[src/rtl/pwm_slew_gen.sv]
`default_nettype none
// ============================================================================
// Module      : pwm_slew_gen
// Description : Turns a signed duty request into a PWM waveform with
//               soft-start, slew-limited tracking and soft-stop. Duty and
//               state change only on PWM period boundaries.
// Revision    : 1.0 - initial release
// ============================================================================
module pwm_slew_gen #(
    parameter int PERIOD = 1000,
    parameter int STEP   = 4
) (
    input  logic               clk,
    input  logic               rst,
    input  logic               enable,
    input  logic signed [15:0] target,
    input  logic signed [15:0] pwm_max,
    input  logic signed [15:0] pwm_min,
    output logic               pwm_out,
    output logic signed [15:0] duty,
    output logic               period_strobe,
    output logic [1:0]         state,
    output logic               at_target
);

    typedef enum logic [1:0] {
        ST_OFF   = 2'd0,
        ST_START = 2'd1,
        ST_TRACK = 2'd2,
        ST_STOP  = 2'd3
    } state_t;

    localparam logic        [15:0] c_last_cnt = 16'(PERIOD - 1);
    localparam logic signed [16:0] c_step     = 17'(STEP);

    logic        [15:0] cnt_q, cnt_d;
    logic               strobe_q, strobe_d;
    state_t             state_q, state_d;
    logic signed [15:0] duty_q, duty_d;
    logic signed [15:0] tc_q, tc_d;
    logic               pwm_q, pwm_d;
    logic               at_target_q, at_target_d;

    logic               w_end;
    logic signed [15:0] w_t1;
    logic signed [15:0] w_tc;
    logic signed [15:0] w_slew_tc;
    logic signed [15:0] w_slew_min;
    logic        [15:0] w_de;

    // Move cur toward v by at most STEP; difference taken at 17 bits so
    // extreme operands cannot overflow.
    function automatic logic signed [15:0] slew(input logic signed [15:0] cur,
                                                input logic signed [15:0] v);
        logic signed [16:0] diff;
        diff = {v[15], v} - {cur[15], cur};
        if (diff > c_step) begin
            slew = cur + 16'(STEP);
        end else if (diff < -c_step) begin
            slew = cur - 16'(STEP);
        end else begin
            slew = v;
        end
    endfunction

    // Clamp the request into [pwm_min, pwm_max]; the upper limit is applied
    // last so it wins when the limits are inverted.
    always_comb begin
        w_t1       = (target < pwm_min) ? pwm_min : target;
        w_tc       = (w_t1 > pwm_max) ? pwm_max : w_t1;
        w_slew_tc  = slew(duty_q, w_tc);
        w_slew_min = slew(duty_q, pwm_min);
    end

    // Free-running period counter; the strobe flop is loaded from the next
    // count so it is high in the same cycle that cnt sits at its last value.
    always_comb begin
        w_end    = (cnt_q == c_last_cnt);
        cnt_d    = w_end ? 16'd0 : cnt_q + 16'd1;
        strobe_d = (cnt_d == c_last_cnt);
    end

    // Sequencer: inputs are sampled and duty/state updated only on the last
    // clock of a period, so every period uses a single duty value.
    always_comb begin
        state_d = state_q;
        duty_d  = duty_q;
        tc_d    = tc_q;
        if (w_end) begin
            tc_d = w_tc;
            case (state_q)
                ST_OFF: begin
                    duty_d = 16'sd0;
                    if (enable) begin
                        state_d = ST_START;
                        duty_d  = pwm_min;
                    end
                end
                ST_START: begin
                    if (!enable) begin
                        state_d = ST_STOP;
                        duty_d  = w_slew_min;
                    end else begin
                        duty_d = w_slew_tc;
                        if (w_slew_tc == w_tc) begin
                            state_d = ST_TRACK;
                        end
                    end
                end
                ST_TRACK: begin
                    if (!enable) begin
                        state_d = ST_STOP;
                        duty_d  = w_slew_min;
                    end else begin
                        duty_d = w_slew_tc;
                    end
                end
                ST_STOP: begin
                    if (enable) begin
                        state_d = ST_START;
                        duty_d  = w_slew_tc;
                    end else if (duty_q == pwm_min) begin
                        state_d = ST_OFF;
                        duty_d  = 16'sd0;
                    end else begin
                        duty_d = w_slew_min;
                    end
                end
                default: begin
                    state_d = ST_OFF;
                    duty_d  = 16'sd0;
                end
            endcase
        end
    end

    // Registered outputs are computed from next-cycle values so the waveform
    // and status line up with the period they describe.
    always_comb begin
        w_de        = duty_d[15] ? 16'd0 : 16'(duty_d);
        pwm_d       = (state_d != ST_OFF) && (w_de > cnt_d);
        at_target_d = (state_d == ST_TRACK) && (duty_d == tc_d);
    end

    // State registers with synchronous reset; reset drops straight to OFF.
    always_ff @(posedge clk) begin
        if (rst) begin
            cnt_q       <= 16'd0;
            strobe_q    <= 1'b0;
            state_q     <= ST_OFF;
            duty_q      <= 16'sd0;
            tc_q        <= 16'sd0;
            pwm_q       <= 1'b0;
            at_target_q <= 1'b0;
        end else begin
            cnt_q       <= cnt_d;
            strobe_q    <= strobe_d;
            state_q     <= state_d;
            duty_q      <= duty_d;
            tc_q        <= tc_d;
            pwm_q       <= pwm_d;
            at_target_q <= at_target_d;
        end
    end

    assign pwm_out       = pwm_q;
    assign duty          = duty_q;
    assign period_strobe = strobe_q;
    assign state         = state_q;
    assign at_target     = at_target_q;

endmodule
`default_nettype wire

[config.mk]
export PLATFORM = sky130hd
export DESIGN_NAME = pwm_slew_gen
export DESIGN_NICKNAME = d
export VERILOG_FILES = /design/src/rtl/pwm_slew_gen.sv
export SDC_FILE = /design/constraint.sdc
export NUM_CORES = 1
export LEC_CHECK = 0
export ABC_AREA = 0
export CORE_ASPECT_RATIO = 0.6
export CORE_MARGIN = 2
export CORE_UTILIZATION = 56
export CTS_CLUSTER_DIAMETER = 60
export DETAILED_ROUTE_END_ITERATION = 6
export PLACE_DENSITY_LB_ADDON = 0.08
export SYNTH_ARGS = -nofsm -noshare
export SYNTH_HDL_FRONTEND = slang
export SYNTH_SLANG_ARGS = --single-unit
[constraint.sdc]
create_clock -name clk -period 35 [get_ports clk]
set_clock_uncertainty 0.05 [all_clocks]
set_input_delay 8.75 -clock clk [delete_from_list [all_inputs] [get_ports clk]]
set_output_delay 8.75 -clock clk [all_outputs]
set_load 0.02 [all_outputs]
==> out/metrics.csv, run 1 <==
metric,value,unit
outcome,"finished, violations left",
violations,design-rule violations,
initialDrtViolationCount,1754,
netlist_instances,1262,
cts_buffer_depth,2,
drcViolationCount,120,
critPathCaptureType,flop,
drive_above_1_share,7.19,%
finalNetCount,1431,
setup_violations,0,
max_slew_margin,20.9,%
async_flop_share,0,%
grt_use_total,43.6,%
ioPinCount,72,
clock_latency,0.31,ns
max_freq,0.0492,GHz
cp.required,35.14,ns
rows,35,
worst_slack,14.66,ns
fin_crit,20.34,ns
leakage,3.95,nW
ir_drop,18.0,uV
h-tree-depth,2,
tightestPinTransition,1.17,ns
grt_pass1_wl,57600,um
holdCritPathClass,flop to flop,
die_y,103,um
synthFlopType,dfxtp_1,
dp_slack,14.90,ns
cts.sinks,53,
grt_remaining_overflow,0,
cts_resized,0,
cts_tree,built,
hold_path_depth,2,
p_per_area,29.0,nW/um2
drv_slew,0,
wire_per_inst,25.7,um
crit_path_max_incr_delay,0.91,ns
start_util,58.2,%
yosys_warnings,0,
arrival,20.48,ns
grt_max_degree,58,
p_total,0.288,mW
setup_tns,0,ns
synth.area.top_cells,"ha_1 (12%), dfxtp_1 (12%), nor2_1 (5.4%), xnor2_1 (5.2%), a21oi_1 (5.2%)",
seq_area_frac_synth,11.7,%
clockRootBuffer,clkbuf_16,
fin_cells,1497,
fillCellCount,1372,
synth_area_leader_cell,ha_1,
crit_type,input port to flop,
n_antenna_cell,0,
rsz0062_at_grt,no,
cts_setup_buffers,0,
syn_area_per_cell,7.19,um2
fin_crit_sh,58.1,%
antenna_found_initial,0,
gp_congestion,1.13,
crit_fanout,19,
numPortBuffers,71,
start_kind,input port,
core_area,15600,um2
grt_pass1_vias,9544,
synth_nets,1400,
vias,10800,
post-synth-top-area-fraction,11.9,%
finalHoldViolations,0,
numCtsBuffers,5,
ctsHoldBuffers,0,
firstDrtPassIters,7,
r2r_cells,27,
crit_path_top_delay_cell,nor3_1,
synthToLayoutAreaGrowth,9.73,%
dp_hpwl,30300,um
die_w,168,um
die_area,17300,um2
ant_nets,0,
synth_area,9080,um2
synth_cell_types,109,
viasPerCell,7.21,
clk_pin_slew,0.08,ns
synth_edf_count,0,
maxCapViolCount,0,
placed_cells,1489,
synth-seq-cells,53,
wl,38400,um
-- per-stage QoR --
stage / util [%] / hold slack, ns / instance area, um2
finish: 63.9 / 0.444 / 9960
floorplan: - / 0.396 / 9080
CTS: 63.9 / 0.436 / 9960
detailed placement: 63.0 / 0.425 / 9820
global route: 63.9 / 0.457 / 9960
global placement: 63.0 / 0.423 / 9820
-- logic make-up (layout without fill, tap and decap cells) --
logic type	after synthesis	in the layout	synth area share (%)
adders and majority gates	87	87	12.1
muxes	45	45	5.54
DFF	53	53	11.7
and+or+nand+nor	489	489	27.3
AOI/OAI and AO/OA	378	378	29.9
buffers and inverters	144	176	7.13
xor gates and xnor gates	66	66	6.37
-- critical path: cells and delay by family --
family,cells,cell delay (ns)
simple gates,20,4.16
mux,3,1.35
compound gates,15,3.55
fa+ha+maj,4,1.48
buf+inv,3,1.18
-- sequential cells by signal (all words and copies together), names as in the netlist --
| register | flops |
|---|---|
| at_target | 1 |
| cnt_q | 16 |
| duty | 16 |
| period_strobe | 1 |
| pwm_out | 1 |
| state | 2 |
| tc_q | 16 |
-- cells in the mapped netlist (28+ instances only) --
master and count:
nand3_1 46, a211oi_1 30, xnor2_1 54, inv_1 80, a21oi_1 94, ha_1 86, dfxtp_1 53, nand2_1 122
nor3_1 30, clkbuf_1 28, nor2_1 131, o21ai_0 53
-- report_power, final --
| part | internal [mW] | switching [mW] | total (mW) | leakage [nW] |
|---|---|---|---|---|
| clock network | 0.0268 | 0.0270 | 0.0538 | 0.0631 |
| logic | 0.0633 | 0.110 | 0.174 | 3.46 |
| registers | 0.0605 | 0.000474 | 0.0610 | 0.427 |
| total | 0.151 | 0.138 | 0.288 | 3.95 |
-- routing by layer --
layer	part of all wire, %	wire, um	global-route usage [%]
met5	0.28	108	1.36
met4	3.8	1470	10.9
met3	18	6740	20.4
met2	35	13300	56.5
met1	44	16800	63.2
-- layout make-up --
| type | count | area (um2) | share of cell area (%) |
|---|---|---|---|
| well taps | 203 | 254 | 2.55 |
| clock buffers | 6 | 129 | 1.29 |
| repair buffers | 84 | 803 | 8.06 |
| inverters | 84 | 315 | 3.17 |
| flip-flops and latches | 53 | 1060 | 10.7 |
| clock inverters | 2 | 15.0 | 0.151 |
| multi-input cells | 1065 | 7380 | 74.1 |
-- placed cells by master, fill, tap and decap left out, types with 29 or more instances in the layout --
cell / n
nor2_1: 131
nand2_1: 122
a21oi_1: 94
ha_1: 86
inv_1: 80
clkdlybuf4s50_1: 70
xnor2_1: 54
dfxtp_1: 53
o21ai_0: 52
nand3_1: 45
nor3_1: 30
a211oi_1: 29
-- path summary, 6_finish.rpt --
kind	start	slack, ns	end
worst min register to register	tc_q[10]	0.44	tc_q[10]
worst max-delay path	pwm_min[5]	14.66	pwm_out
worst max register to register	duty[2]	27.38	pwm_out
worst min-delay path	tc_q[10]	0.44	tc_q[10]
No activity file was read; power rests on OpenSTA's default activity.
==> inputs of run 2 (changes only) <==
clock period = 20.8 ns   (was 35 ns; I/O delays follow)
==> run 2 against run 1 <==
  * Clock power rose by 67%
  * Sequential power rose by 69%
  * The run still ends with design-rule violations left
  * Largest cell class unchanged
  * Largest power group unchanged
  * Critical path type unchanged
  * Non-clock buffer count rose by 3
==> out/metrics.csv, run 2 (synthesized netlist as in run 1, its figures left out) <==
metric,value,unit,change
r2r_cells,27,,unchanged
cts_resized,0,,unchanged
p_per_area,48.7,nW/um2,+68%
grt_use_total,44.5,%,+0.93 points
final_common_cell,nor2_1,,
viasPerCell,7.20,,about the same
maxCapViolCount,0,,unchanged
setup_tns,0,ns,unchanged
violations,design-rule violations,,
worst_slack,3.96,ns,-10.70 ns
arrival,16.99,ns,-3.49 ns
holdCritPathClass,flop to flop,,
setup_violations,0,,unchanged
tightestPinTransition,1.21,ns,+0.0340 ns
fillCellCount,1441,,+5.0%
grt_pass1_wl,58300,um,+1.2%
rr_endpoint,pwm_out,,
cts.sinks,53,,unchanged
rows,35,,unchanged
start_kind,input port,,
initialDrtViolationCount,1824,,+4.0%
numPortBuffers,71,,unchanged
fin_crit_sh,80.9,%,
rsz0062_at_grt,no,,
hp-start,tc_q[4],,
antenna_found_initial,0,,unchanged
finalNetCount,1434,,+0.21%
crit_fanout,11,,-8
drv_slew,0,,unchanged
crit_path_max_incr_delay,0.94,ns,+0.03 ns
leakage,3.97,nW,+0.44%
dp_hpwl,30800,um,+1.9%
cp_common_cell,a21oi_1,,
min_to,tc_q[4],,
drive_above_1_share,7.40,%,+0.21 points
die_area,17300,um2,unchanged
critPathCaptureType,flop,,
die_y,103,um,unchanged
die_w,168,um,unchanged
ioPinCount,72,,unchanged
max_freq,0.0594,GHz,
ctsHoldBuffers,0,,unchanged
r2r-start,duty[2],,
clk_pin_slew,0.08,ns,about the same
wire_per_inst,26.0,um,+1.3%
cts_buffer_depth,2,,unchanged
cp.required,20.95,ns,-14.19 ns
hold_path_depth,2,,unchanged
gp_congestion,1.12,,-0.91%
dp_slack,4.17,ns,-10.74 ns
clock_latency,0.31,ns,about the same
n_antenna_cell,0,,unchanged
max_slew_margin,18.6,%,-2.3 points
finalHoldViolations,0,,unchanged
wl,39000,um,+1.5%
ir_drop,30.7,uV,+71%
firstDrtPassIters,7,,unchanged
crit_path_top_delay_cell,o21ai_0,,
reg2reg_slack,13.42,ns,-13.96 ns
vias,10800,,+0.10%
start_util,58.2,%,unchanged
cts_setup_buffers,0,,unchanged
ant_nets,0,,unchanged
final_cell_mix,"nor2_1 (131), nand2_1 (122), a21oi_1 (94)",,
clockRootBuffer,clkbuf_16,,
core_area,15600,um2,unchanged
grt_remaining_overflow,0,,unchanged
fin_crit,16.84,ns,
h-tree-depth,2,,unchanged
outcome,"finished, violations left",,
numCtsBuffers,5,,unchanged
grt_pass1_vias,9633,,+0.93%
drcViolationCount,1,,-99%
crit_type,input port to flop,,
cts_tree,built,,
grt_max_degree,59,,+1.7%
synthToLayoutAreaGrowth,9.98,%,
## run 2: cell type report
| type | count | area, um2 | share of cell area (%) |
|---|---|---|---|
| clock inverter | 2 | 15.0 | 0.150 |
| tap | 203 | 254 | 2.54 |
| multi-input combinational | 1065 | 7380 | 74.0 |
| sequential | 53 | 1060 | 10.6 |
| clock buffer | 6 | 129 | 1.29 |
| timing repair buffer | 87 | 826 | 8.27 |
| inverter | 84 | 315 | 3.16 |
## run 2: through the flow
stage / total power [mW] / utilization [%] / hold WS [ns] / instance area, um2 / std cells
finish: 0.486 / 64.0 / 0.448 / 9980 / 1500
global route: 0.507 / 64.0 / 0.467 / 9980 / 1500
CTS: 0.470 / 64.0 / 0.442 / 9980 / 1500
detailed placement: 0.384 / 63.1 / 0.429 / 9840 / 1492
global placement: 0.381 / 63.1 / 0.422 / 9840 / 1492
floorplan: 0.302 / - / 0.396 / 9080 / 1262
## run 2: routing by layer
layer  wire length (um)  track usage [%]  vias up
li1                   -                -     4755
met1              17100             64.7     5037
met2              13700             57.5      885
met3               6860             19.7      120
met4               1280             13.7        0
met5                  0                0        -
## run 2: worst max-delay path by stage
stage                    to  slack [ns]  depth (start not counted)        start
CTS                 pwm_out        4.44                         44   pwm_min[5]
global route        pwm_out        3.18                         45   pwm_min[5]
floorplan           pwm_out        7.05                         44  pwm_min[13]
detailed placement  pwm_out        4.17                         44   pwm_min[5]
finish              pwm_out        3.96                         44   pwm_min[4]
global placement    pwm_out        4.55                         46   pwm_min[5]
## run 2: critical path: cells and delay by family
kind            cells  cell delay [ns]
mux                 4             1.63
fa+ha+maj           4             1.22
compound gates     21             5.84
simple gates       11             1.53
buf+inv             4             1.50
## run 2: power by group
group          switching (mW)  internal (mW)  total, mW
clock network          0.0447         0.0450     0.0897
registers            0.000852          0.102      0.103
logic                   0.187          0.107      0.294
total                   0.232          0.254      0.486
==> inputs of run 3 (changes only) <==
clock period = 16.7 ns   (was 20.8 ns; I/O delays follow)
==> run 3 against run 2 <==
  * Cell count rose by 0.40%
  * Die area did not move
  * Combinational power rose by 27%
  * Worst setup slack got worse by 2.7 ns
  * Clock power rose by 26%
  * Non-clock buffer count rose by 6
  * Sequential share of layout area barely moved
  * Core utilization rose by 0.29 points
  * Design area rose by 0.45%
  * Critical path depth rose by 3
  * The run still ends with design-rule violations left
  * Register-to-register slack got worse by 4.4 ns
==> out/metrics.csv, run 3 (synthesized netlist as in run 1, its figures left out) <==
metric,value,unit,change
clock_latency,0.32,ns,about the same
initialDrtViolationCount,1700,,-6.8%
numCtsBuffers,5,,unchanged
grt_pass1_vias,9627,,-0.062%
arrival,15.60,ns,-1.39 ns
hp-start,tc_q[10],,
fillCellCount,1399,,-2.9%
final_cell_mix,"nor2_1 (131), nand2_1 (122), a21oi_1 (94)",,
max_slew_margin,24.6,%,+6.0 points
leakage,4.00,nW,+0.73%
holdCritPathClass,flop to flop,,
h-tree-depth,2,,unchanged
final_common_cell,nor2_1,,
crit_path_top_delay_cell,a21boi_1,,
finalHoldViolations,0,,unchanged
cp.required,16.86,ns,-4.09 ns
cts_tree,built,,
die_w,168,um,unchanged
grt_pass1_wl,58300,um,about the same
cts_setup_buffers,0,,unchanged
p_per_area,61.3,nW/um2,+26%
post-route-util,64.3,%,+0.29 points
die_area,17300,um2,unchanged
vias,10700,,-0.45%
grt_remaining_overflow,0,,unchanged
r2r_cells,27,,unchanged
n_antenna_cell,0,,unchanged
critPathCaptureType,flop,,
multiInputGateArea,7380,um2,unchanged
outcome,"finished, violations left",,
ctsHoldBuffers,0,,unchanged
hold_path_depth,2,,unchanged
fin_crit,15.45,ns,
antenna_found_initial,1,,+1
dp_slack,1.42,ns,-2.75 ns
ir_drop,34.5,uV,+12%
crit_type,input port to flop,,
grt_max_degree,58,,-1.7%
viasPerCell,7.14,,-0.85%
rows,35,,unchanged
dp_hpwl,30900,um,+0.24%
tightestPinTransition,1.13,ns,-0.0798 ns
whs,0.440,ns,-0.00779 ns
finalNetCount,1440,,+0.42%
core_area,15600,um2,unchanged
firstDrtPassIters,7,,unchanged
reg2reg_slack,8.99,ns,-4.43 ns
numPortBuffers,71,,unchanged
rr_endpoint,pwm_out,,
worst_slack,1.25,ns,-2.71 ns
max_freq,0.0647,GHz,
start_util,58.2,%,unchanged
wl,39300,um,+0.80%
fin_crit_sh,92.5,%,
crit_fanout,12,,+1
ff_latch_area,1060,um2,unchanged
drive_above_1_share,7.83,%,+0.43 points
ant_nets,0,,unchanged
ioPinCount,72,,unchanged
synthToLayoutAreaGrowth,10.5,%,
drv_slew,0,,unchanged
clk_pin_slew,0.08,ns,about the same
gp_congestion,1.11,,-0.54%
cp_common_cell,a21oi_1,,
start_kind,input port,,
setup_violations,0,,unchanged
cts_buffer_depth,2,,unchanged
wire_per_inst,26.1,um,+0.40%
violations,design-rule violations,,
setup_tns,0,ns,unchanged
cts_resized,0,,unchanged
min_to,tc_q[10],,
die_y,103,um,unchanged
grt_use_total,45.0,%,+0.46 points
clockRootBuffer,clkbuf_16,,
rsz0062_at_grt,no,,
drcViolationCount,5,,+4
cts.sinks,53,,unchanged
crit_path_max_incr_delay,0.89,ns,-0.05 ns
maxCapViolCount,0,,unchanged
r2r-start,duty[2],,
[run 3: cell types whose count changed in the layout (fill, tap and decap cells not counted)]
| cell | previous run | this run |
|---|---|---|
| buf_4 | 16 | 22 |
[run 3: layout make-up]
type	instances	share of cell area (%)
clock buffers	6	1.29
multi-input cells	1065	73.6
inverters	84	3.14
flip-flops and latches	53	10.6
well taps	203	2.53
repair buffers	93	8.68
clock inverters	2	0.150
[run 3: power by group]
part           switching, mW  total, mW  internal [mW]
Clock                 0.0568      0.113         0.0560
Combinational          0.237      0.374          0.137
Sequential           0.00113      0.128          0.127
[run 3: how the worst max path moves through the flow]
stage,start,end,slack (ns),cells past startpoint
finish,pwm_min[5],pwm_out,1.25,47
global route,pwm_min[5],pwm_out,0.58,47
CTS,pwm_min[5],pwm_out,1.66,47
floorplan,pwm_min[13],pwm_out,3.98,44
global placement,pwm_min[5],pwm_out,1.67,47
detailed placement,pwm_min[5],pwm_out,1.42,47
[run 3: critical path: cells and delay by family]
| kind | cells | cell delay (ns) |
|---|---|---|
| and+or+nand+nor | 12 | 1.56 |
| adders and majority gates | 4 | 1.23 |
| muxes | 3 | 0.96 |
| AOI/OAI and AO/OA | 22 | 5.67 |
| buffers and inverters | 6 | 2.01 |
[run 3: metal layers]
layer	wire [um]	part of all wire (%)	vias to the layer above	track usage, %
met1	16600	42	4951	64.0
met2	14000	36	893	59.3
li1	-	-	4770	-
met3	7190	18	131	20.7
met4	1430	3.6	3	13.7
met5	61	0.16	-	0
[run 3: stage by stage]
| step | cells | area, um2 | power, mW |
|---|---|---|---|
| after floorplan | 1262 | 9080 | 0.377 |
| after global placement | 1498 | 9880 | 0.482 |
| after detailed placement | 1498 | 9880 | 0.483 |
| after CTS | 1506 | 10000 | 0.592 |
| after global routing | 1506 | 10000 | 0.639 |
| final | 1506 | 10000 | 0.615 |
